$ cat src/rtl/alu_pkg.sv
// Shared opcode, flag-index and FSM-state definitions for the pipelined ALU.
package alu_pkg;

    localparam logic [3:0] OP_ADD  = 4'd0;
    localparam logic [3:0] OP_SUB  = 4'd1;
    localparam logic [3:0] OP_AND  = 4'd2;
    localparam logic [3:0] OP_OR   = 4'd3;
    localparam logic [3:0] OP_XOR  = 4'd4;
    localparam logic [3:0] OP_NOR  = 4'd5;
    localparam logic [3:0] OP_NAND = 4'd6;
    localparam logic [3:0] OP_XNOR = 4'd7;
    localparam logic [3:0] OP_SLL  = 4'd8;
    localparam logic [3:0] OP_SRL  = 4'd9;
    localparam logic [3:0] OP_SRA  = 4'd10;
    localparam logic [3:0] OP_SLT  = 4'd11;
    localparam logic [3:0] OP_SLTU = 4'd12;
    localparam logic [3:0] OP_PASS = 4'd13;
    localparam logic [3:0] OP_NOTA = 4'd14;
    localparam logic [3:0] OP_MUL  = 4'd15;

    localparam int FLG_Z = 0;
    localparam int FLG_C = 1;
    localparam int FLG_V = 2;
    localparam int FLG_N = 3;

    typedef enum logic {
        ST_IDLE = 1'b0,
        ST_MUL  = 1'b1
    } state_t;

endpackage

$ cat src/rtl/alu_mul_iter.sv
// Sequential shift-add unsigned multiplier, one multiplier bit per cycle.
// Latency: WIDTH cycles after start; done/product are valid during the final iteration cycle.
// Backpressure: none; the owner must not pulse start while an operation is in flight.
module alu_mul_iter #(
    parameter int WIDTH = 32
) (
    input  logic                 clk,
    input  logic                 rst,
    input  logic                 start,
    input  logic [WIDTH-1:0]     a_in,
    input  logic [WIDTH-1:0]     b_in,
    output logic                 done,
    output logic [2*WIDTH-1:0]   product
);
    localparam int SHW = $clog2(WIDTH);

    logic               busy;
    logic [SHW-1:0]     cnt;
    logic [2*WIDTH-1:0] acc;
    logic [WIDTH-1:0]   mcand;
    logic [WIDTH:0]     part_sum;

    // acc holds {partial product high half, remaining multiplier bits}
    always_comb begin
        part_sum = {1'b0, acc[2*WIDTH-1:WIDTH]} + (acc[0] ? {1'b0, mcand} : '0);
        product  = {part_sum, acc[WIDTH-1:1]};
        done     = busy && (cnt == SHW'(WIDTH - 1));
    end

    always_ff @(posedge clk or negedge rst) begin
        if (!rst) begin
            busy  <= 1'b0;
            cnt   <= '0;
            acc   <= '0;
            mcand <= '0;
        end else if (start) begin
            busy  <= 1'b1;
            cnt   <= '0;
            acc   <= {{WIDTH{1'b0}}, b_in};
            mcand <= a_in;
        end else if (busy) begin
            acc <= product;
            cnt <= cnt + 1'b1;
            if (done)
                busy <= 1'b0;
        end
    end

endmodule

$ cat src/rtl/alu_pipe_nbit.sv
// Handshaked N-bit ALU with registered result, add/sub carry output and {N,V,C,Z} flags.
// Latency: 1 cycle for ops 0-14, WIDTH cycles for MUL (iterative).
// Backpressure: single output register; in_ready drops while a result is stuck or MUL runs.
module alu_pipe_nbit
    import alu_pkg::*;
#(
    parameter int WIDTH = 32
) (
    input  logic             clk,
    input  logic             rst,
    input  logic             in_valid,
    output logic             in_ready,
    input  logic [WIDTH-1:0] a_in,
    input  logic [WIDTH-1:0] b_in,
    input  logic [3:0]       sel,
    output logic             out_valid,
    input  logic             out_ready,
    output logic [WIDTH-1:0] y_out,
    output logic [WIDTH:0]   sum_out,
    output logic [3:0]       flags
);
    localparam int SHW = $clog2(WIDTH);

    state_t               state, state_nxt;
    logic                 accept, alu_load, mul_start, mul_done;
    logic [2*WIDTH-1:0]   mul_prod;
    logic [WIDTH-1:0]     res;
    logic [WIDTH:0]       sum_c, sum_add, sum_sub;
    logic                 c_bit, v_bit;
    logic [3:0]           flg_alu, flg_mul;
    logic [SHW-1:0]       shamt;

    assign in_ready  = (state == ST_IDLE) && (!out_valid || out_ready);
    assign accept    = in_valid && in_ready;
    assign mul_start = accept && (sel == OP_MUL);
    assign alu_load  = accept && (sel != OP_MUL);
    assign shamt     = b_in[SHW-1:0];
    assign sum_add   = {1'b0, a_in} + {1'b0, b_in};
    assign sum_sub   = {1'b0, a_in} - {1'b0, b_in};

    alu_mul_iter #(.WIDTH(WIDTH)) u_mul (
        .clk     (clk),
        .rst     (rst),
        .start   (mul_start),
        .a_in    (a_in),
        .b_in    (b_in),
        .done    (mul_done),
        .product (mul_prod)
    );

    always_comb begin
        res   = '0;
        sum_c = '0;
        c_bit = 1'b0;
        v_bit = 1'b0;
        case (sel)
            OP_ADD: begin
                res   = sum_add[WIDTH-1:0];
                sum_c = sum_add;
                c_bit = sum_add[WIDTH];
                v_bit = (a_in[WIDTH-1] == b_in[WIDTH-1]) && (res[WIDTH-1] != a_in[WIDTH-1]);
            end
            OP_SUB: begin
                res   = sum_sub[WIDTH-1:0];
                sum_c = sum_sub;
                c_bit = sum_sub[WIDTH];
                v_bit = (a_in[WIDTH-1] != b_in[WIDTH-1]) && (res[WIDTH-1] != a_in[WIDTH-1]);
            end
            OP_AND:  res = a_in & b_in;
            OP_OR:   res = a_in | b_in;
            OP_XOR:  res = a_in ^ b_in;
            OP_NOR:  res = ~(a_in | b_in);
            OP_NAND: res = ~(a_in & b_in);
            OP_XNOR: res = ~(a_in ^ b_in);
            OP_SLL:  res = a_in << shamt;
            OP_SRL:  res = a_in >> shamt;
            OP_SRA:  res = $unsigned($signed(a_in) >>> shamt);
            OP_SLT:  res = {{(WIDTH-1){1'b0}}, ($signed(a_in) < $signed(b_in))};
            OP_SLTU: res = {{(WIDTH-1){1'b0}}, (a_in < b_in)};
            OP_PASS: res = a_in;
            OP_NOTA: res = ~a_in;
            default: res = '0;
        endcase
    end

    always_comb begin
        flg_alu        = '0;
        flg_alu[FLG_Z] = (res == '0);
        flg_alu[FLG_N] = res[WIDTH-1];
        flg_alu[FLG_C] = c_bit;
        flg_alu[FLG_V] = v_bit;
        flg_mul        = '0;
        flg_mul[FLG_Z] = (mul_prod[WIDTH-1:0] == '0);
        flg_mul[FLG_N] = mul_prod[WIDTH-1];
        flg_mul[FLG_C] = |mul_prod[2*WIDTH-1:WIDTH];
    end

    always_comb begin
        state_nxt = state;
        case (state)
            ST_IDLE: if (mul_start) state_nxt = ST_MUL;
            ST_MUL:  if (mul_done)  state_nxt = ST_IDLE;
            default: state_nxt = ST_IDLE;
        endcase
    end

    always_ff @(posedge clk or negedge rst) begin
        if (!rst)
            state <= ST_IDLE;
        else
            state <= state_nxt;
    end

    // A MUL is only accepted when the output is empty or draining, so mul_done never collides with a held result
    always_ff @(posedge clk or negedge rst) begin
        if (!rst) begin
            out_valid <= 1'b0;
            y_out     <= '0;
            sum_out   <= '0;
            flags     <= '0;
        end else if (alu_load) begin
            out_valid <= 1'b1;
            y_out     <= res;
            sum_out   <= sum_c;
            flags     <= flg_alu;
        end else if (mul_done) begin
            out_valid <= 1'b1;
            y_out     <= mul_prod[WIDTH-1:0];
            sum_out   <= '0;
            flags     <= flg_mul;
        end else if (out_ready) begin
            out_valid <= 1'b0;
        end
    end

endmodule

$ cat config.mk
export PLATFORM = sky130hd
export DESIGN_NAME = alu_pipe_nbit
export DESIGN_NICKNAME = d
export VERILOG_FILES = /design/src/rtl/alu_pkg.sv /design/src/rtl/alu_mul_iter.sv /design/src/rtl/alu_pipe_nbit.sv
export SDC_FILE = /design/constraint.sdc
export NUM_CORES = 1
export LEC_CHECK = 0
export BUFFER_PORTS_ARGS = -buffer_cell sky130_fd_sc_hd__buf_2
export CAP_MARGIN = 10
export CORE_ASPECT_RATIO = 1.2
export CORE_MARGIN = 4
export CORE_UTILIZATION = 30
export DETAILED_ROUTE_END_ITERATION = 10
export PLACE_DENSITY = 0.44
export SLEW_MARGIN = 20
export SYNTH_ARGS = -nofsm -noshare
export SYNTH_HDL_FRONTEND = slang
export SYNTH_HIERARCHICAL = 1
export SYNTH_SLANG_ARGS = --single-unit
$ cat constraint.sdc
create_clock -name clk -period 4.6 [get_ports clk]
set_clock_uncertainty 0.15 [all_clocks]
set_input_delay 0.46 -clock clk [delete_from_list [all_inputs] [get_ports clk]]
set_output_delay 0.46 -clock clk [all_outputs]
set_load 0.005 [all_outputs]
==> flow_metrics.tcl, run 1 <==
set metrics [dict create \
    slew_headroom 0.262 \
    yosysTopAreaCell "dfrtp_1" \
    clkTransAtPathRegs_ns 0.08 \
    slew_violations 0 \
    place.gp.congestion 1.04 \
    synth_nets 3008 \
    muxShareOfSynthArea 0.127 \
    synth.most_common_cell "nand2_1" \
    synth_xor_area_frac 0.0218 \
    synth_cell_types 103 \
    slowest_stage "a211oi_1" \
    power_density_mw_per_mm2 393 \
    synth_ff_type "dfrtp_1" \
    cap_violations 0 \
    synth_top_family_by_area "compound AO/OA/AOI/OAI gates" \
    syn_area_mm2 0.0217 \
    synth_top_cell_area_share 0.199 \
    critPathArrivalTime_ns 4.69 \
    cts-root-buf "clkbuf_16" \
    cts_sinks 172 \
    cts_max_path_buffers 2 \
    fin_tns_setup_ns 0 \
    htree_levels 4 \
    min_period_over_period 0.967 \
    antenna_found_initial 3 \
    grt_first_pass_wirelength_mm 189 \
    irDropWorstVdd_mv 0.284 \
    synth-seq-cells 172 \
    initial_core_util 0.304 \
    hold_viol 0 \
    setup_viol 0 \
    synth_seq_area_share 0.199 \
    worst-path-buf-inv 4 \
    fin_ws_ns 0.153 \
    synthArstFlopShare 1.00 \
    drc 0 \
    fin_crit_ns 4.45 \
    drt-initial-drc-count 2951 \
    final_nets 3399 \
    dp_slack_ns -1.03 \
    dr.pass1.iters 6 \
    wl_per_cell_um 32.9 \
    path_class "in -> reg" \
    yosys_warnings 6 \
    yosys.area_share.simple 0.205 \
    wirelength_mm 136 \
    endpoint_kind "flip-flop" \
    status "completed" \
    core_mm2 0.0714 \
    synth_commonest_cells "nand2_1, a21oi_1, nor2_1, o21ai_0, dfrtp_1" \
    die_y_um 302 \
    grt_pass1_vias 24528 \
    drive_gt1_frac 0.258 \
    overflow 0 \
    grt_usage 0.344 \
    worst_slew_pin_slew_ns 1.10 \
    ant_nets 0 \
    via_per_inst 6.16 \
    crit_path_start_kind "input port" \
    path_max_fanout 5 \
    grt_max_degree 90 \
    syn_to_final_growth_pct 24.4 \
    max_freq_mhz 225 \
    dieArea_mm2 0.0766 \
    holdCritPathClass "in -> reg" \
    top_level_ports 143 \
    cts_inserted_buffers 17 \
    synth_compound_area_frac 0.283 \
    io_buffers 142 \
    total_power_uw 10600 \
    required_ns 4.85 \
    cp_cell_sequence "buf_2 -> inv_1 -> ha_1 -> a211oi_1 -> buf_4 -> or4_1 -> nand4_1 -> nor4b_1 -> o211ai_1 -> nor3_1 -> nand4b_1 -> nor4_1 -> buf_4 -> and4_1 -> nand4_1 -> o32ai_2" \
    num_rows 107 \
    synth_area_leaders "dfrtp_1, ha_1, mux2i_1, nand2_1, a21oi_1" \
    synth.avg_cell_area_um2 7.77 \
    dp_hpwl_mm 111 \
    synth_fa_ha_area_frac 0.0853 \
    synth_edf_count 0 \
    power.leakage_uw 0.0119 \
    syn_inst 2790 \
    clk_latency_ns 0.49 \
    die_width_um 253 \
    cts_tree "done" \
    vias 25388 \
    cpPeakStageDelay_ns 0.50 \
    critPathTopFamily "simple AND/OR/NAND/NOR gates" \
]
## worst paths after layout
check | startpoint | endpoint | slack, ns | cells past startpoint
worst max register to register | u_mul/acc[0] | flags[1] | 0.16 | 17
worst max-delay path | b_in[1] | flags[0] | 0.15 | 16
max in group asynchronous | rst | sum_out[16] | 2.80 | 3
worst min-delay path | b_in[30] | u_mul/acc[30] | 0.10 | 3
min in group asynchronous | rst | u_mul/acc[40] | 0.41 | 2
worst min register to register | sum_out[32] | sum_out[32] | 0.34 | 2
## report_power, final
group	total [uW]	switching, uW	internal [uW]
combinational	6330	3780	2560
clock	1570	783	787
sequential	2690	500	2190
total	10600	5060	5530
## worst min-delay path, cell delays in order
cell	delay [ns]
buf_2	0.13
nand2_1	0.06
o21ai_0	0.06
## state kept, by name, indices dropped and copies added, names as in the netlist
register     count
u_mul/acc       64
sum_out         33
u_mul/mcand     32
y_out           32
u_mul/cnt        5
flags            3
out_valid        1
state            1
u_mul/busy       1
## layout make-up
cell class                 instances  area (um2)
multi-input combinational       2237       15800
clock buffer                      17         425
antenna                            2        5.00
fill                            7528       44400
sequential                       172        4310
clock inverter                    15         190
timing repair buffer             632        4680
tap                              926        1160
inverter                         121         454
## cells in the final DEF (no fill, tap or decap), drive strengths merged, types with 17 or more instances in the layout
cell type	netlist	routed
buf	124	630
nand2	286	286
a21oi	206	206
o21ai	194	194
nor2	190	190
dfrtp	172	172
ha	143	143
inv	118	127
mux2i	124	124
nand3	79	79
mux2	65	65
a211oi	64	64
nor3	61	61
o211ai	60	60
nor2b	47	47
and2	46	46
nor4	44	44
o22ai	40	40
xnor2	36	36
mux4	34	34
nand4	33	33
a31oi	30	30
a22oi	24	24
a21o	23	23
o31ai	23	23
nand2b	23	23
a221oi	21	21
o21a	19	19
a22o	19	19
xor2	18	18
clkbuf	136	18
or3	17	17
or2	17	17
## metal layers
layer  track usage  wire length [um]
met1         0.442             55600
met2         0.547             60800
met3        0.0580              9820
met4         0.198              9480
met5             0                13
## cells by family (layout without fill, tap and decap cells)
| logic type | after synthesis | after routing |
|---|---|---|
| and+or+nand+nor | 904 | 904 |
| xor gates and xnor gates | 54 | 54 |
| adders and majority gates | 146 | 146 |
| muxes | 223 | 223 |
| AOI/OAI and AO/OA | 910 | 910 |
| other | 0 | 2 |
| buffers and inverters | 381 | 785 |
| DFF | 172 | 172 |
## per-stage QoR
stage | std cells | utilization | hold WS (ns) | cell area (um2)
2_1_floorplan | 2790 | - | 0.0144 | 21700
3_3_place_gp | 4081 | 0.368 | 0.325 | 26200
3_5_place_dp | 4081 | 0.368 | 0.321 | 26200
4_1_cts | 4117 | 0.377 | 0.0434 | 26900
5_1_grt | 4120 | 0.378 | 0.101 | 27000
6_report | 4122 | 0.378 | 0.104 | 27000
## repair_timing
action                                  in CTS  in global routing
hold buffers                                 1                  0
endpoints found under the setup margin       2                  1
resized for setup                            5                 13
buffers inserted                             3                  3
endpoints found under the hold margin       88                  0
pin swaps                                    3                  4
No activity file was read; power rests on OpenSTA's default activity.
==> run 2: changes to the inputs <==
BUFFER_PORTS_ARGS = -buffer_cell sky130_fd_sc_hd__clkbuf_2   (was -buffer_cell sky130_fd_sc_hd__buf_2)
==> run 2 against run 1 <==
Net effect:
- die area unchanged
- flip-flop and latch count unchanged
- design area down 2.1%
- clock power fell by 3%
- non-clock buffer count decreased by 52
- via count decreased by 0.21%
- worst setup slack improved by 0.027 ns
- critical path depth did not move
- first-iteration DRC count is 0.98% lower
- utilization is 0.78 points lower
- largest cell class unchanged
- largest power group unchanged
==> flow_metrics.tcl, run 2 (synthesized netlist as in run 1, its figures left out) <==
set metrics [dict create \
    status "completed" \
    setup_viol 0 \
    core_mm2 0.0714 \
    cap_violations 0 \
    hold_viol 0 \
    critPathArrivalTime_ns 4.66 \
    combinationalPowerShare 0.590 \
    min_period_over_period 0.961 \
    p_switching_uw 5010 \
    endpoint_kind "flip-flop" \
    cpMostUsedCell "buf_4" \
    wl_per_cell_um 33.2 \
    initial_core_util 0.304 \
    total_power_uw 10400 \
    top_level_ports 143 \
    cts_inserted_buffers 17 \
    power.leakage_uw 0.0116 \
    seq_power_share 0.264 \
    drc 0 \
    rsz0062_at_grt "yes" \
    max_freq_mhz 226 \
    cts_tree "done" \
    slowest_stage "nor4b_1" \
    clkTransAtPathRegs_ns 0.08 \
    clockPowerShare 0.146 \
    clk_latency_ns 0.49 \
    slew_headroom 0.196 \
    drive_gt1_frac 0.243 \
    io_buffers 142 \
    path_class "in -> reg" \
    htree_levels 4 \
    die_width_um 253 \
    grt_max_degree 80 \
    overflow 0 \
    final_cell_mix "buf_4, nand2_1, a21oi_1, nor2_1, o21ai_0" \
    cpPeakStageDelay_ns 0.67 \
    num_rows 107 \
    dieArea_mm2 0.0766 \
    antenna_found_initial 5 \
    fin_tns_setup_ns 0 \
    syn_to_final_growth_pct 21.8 \
    irDropWorstVdd_mv 0.268 \
    cts-root-buf "clkbuf_16" \
    switching_share 0.480 \
    grt_pass1_vias 24619 \
    largest_reg_flops 64 \
    cp_cell_sequence "buf_4 -> buf_4 -> ha_1 -> a211oi_1 -> buf_4 -> or4_1 -> nand4_1 -> nor4b_1 -> o211ai_1 -> nor3_1 -> nand4b_1 -> nor4_1 -> buf_4 -> and4_1 -> nand4_1 -> o32ai_2" \
    dr.pass1.iters 6 \
    place.gp.congestion 1.05 \
    fin_crit_ns 4.42 \
    p_int_uw 5440 \
    drt-initial-drc-count 2922 \
    final_common_cell "buf_4" \
    top_regs "u_mul/acc: 64 flops, sum_out: 33 flops" \
    dp_hpwl_mm 111 \
    die_y_um 302 \
    worst_slew_pin_slew_ns 1.20 \
    power_density_mw_per_mm2 395 \
    ant_nets 0 \
    grt_first_pass_wirelength_mm 189 \
    path_max_fanout 13 \
    wirelength_mm 135 \
    slew_violations 0 \
    via_per_inst 6.22 \
    top_register "u_mul/acc" \
    required_ns 4.84 \
    cts_max_path_buffers 2 \
    final_nets 3347 \
    vias 25334 \
    cts_sinks 172 \
    final_util 0.370 \
    grt_usage 0.343 \
    holdCritPathClass "in -> reg" \
    crit_path_start_kind "input port" \
]
-- run 2: final cells by class --
class / count / area (um2)
Sequential cell: 172 / 4310
Tap cell: 926 / 1160
Multi-Input combinational cell: 2237 / 15700
Inverter: 121 / 454
Clock inverter: 12 / 145
Fill cell: 7481 / 44900
Clock buffer: 20 / 447
Timing Repair Buffer: 580 / 4180
Antenna cell: 2 / 5.00
-- run 2: path summary, 6_finish.rpt --
kind,from,endpoint,slack (ns),cells after the start
worst max register to register,u_mul/acc[0],flags[1],0.23,17
max in group asynchronous,rst,y_out[13],2.95,3
min in group asynchronous,rst,u_mul/acc[39],0.37,2
worst min-delay path,b_in[30],u_mul/acc[30],0.12,3
worst min register to register,state,state,0.35,1
worst max-delay path,b_in[2],flags[0],0.18,16
-- run 2: power groups by stage --
stage	clock, uW	combinational (uW)	sequential, uW
2_1_floorplan	0	3860	2540
3_5_place_dp	0	6030	2780
6_report	1530	6170	2750
5_1_grt	1620	6650	2840
3_3_place_gp	0	6000	2750
4_1_cts	1580	6060	2760
-- run 2: routing by layer --
layer / vias to the layer above / global-route usage / share of wire
met5: - / 0 / 0.00035
met4: 6 / 0.185 / 0.066
met2: 1368 / 0.547 / 0.45
met1: 12569 / 0.446 / 0.41
met3: 336 / 0.0550 / 0.075
li1: 11055 / - / -
-- run 2: worst max-delay path: cells and delay by family --
| family | cells | cell delay (ns) |
|---|---|---|
| simple gates | 8 | 2.00 |
| compound gates | 3 | 1.10 |
| buf+inv | 4 | 0.77 |
| fa+ha+maj | 1 | 0.30 |
-- run 2: what timing repair did --
item / 4_1_cts / 5_1_grt
hold buffers: 1 / 0
hold endpoints to repair: 76 / 0
buffers inserted: 0 / 1
gates resized for setup: 0 / 7
endpoints found under the setup margin: 0 / 2
-- run 2: stage by stage --
step,instance area [um2],setup WS (ns),hold slack [ns],cells
final,26400,0.180,0.118,4070
after floorplan,21700,0.0857,0.0144,2790
after CTS,26400,0.0366,0.0696,4067
after global placement,25800,-0.347,0.326,4034
after global routing,26400,-0.00825,0.125,4068
after detailed placement,25800,-0.387,0.318,4034
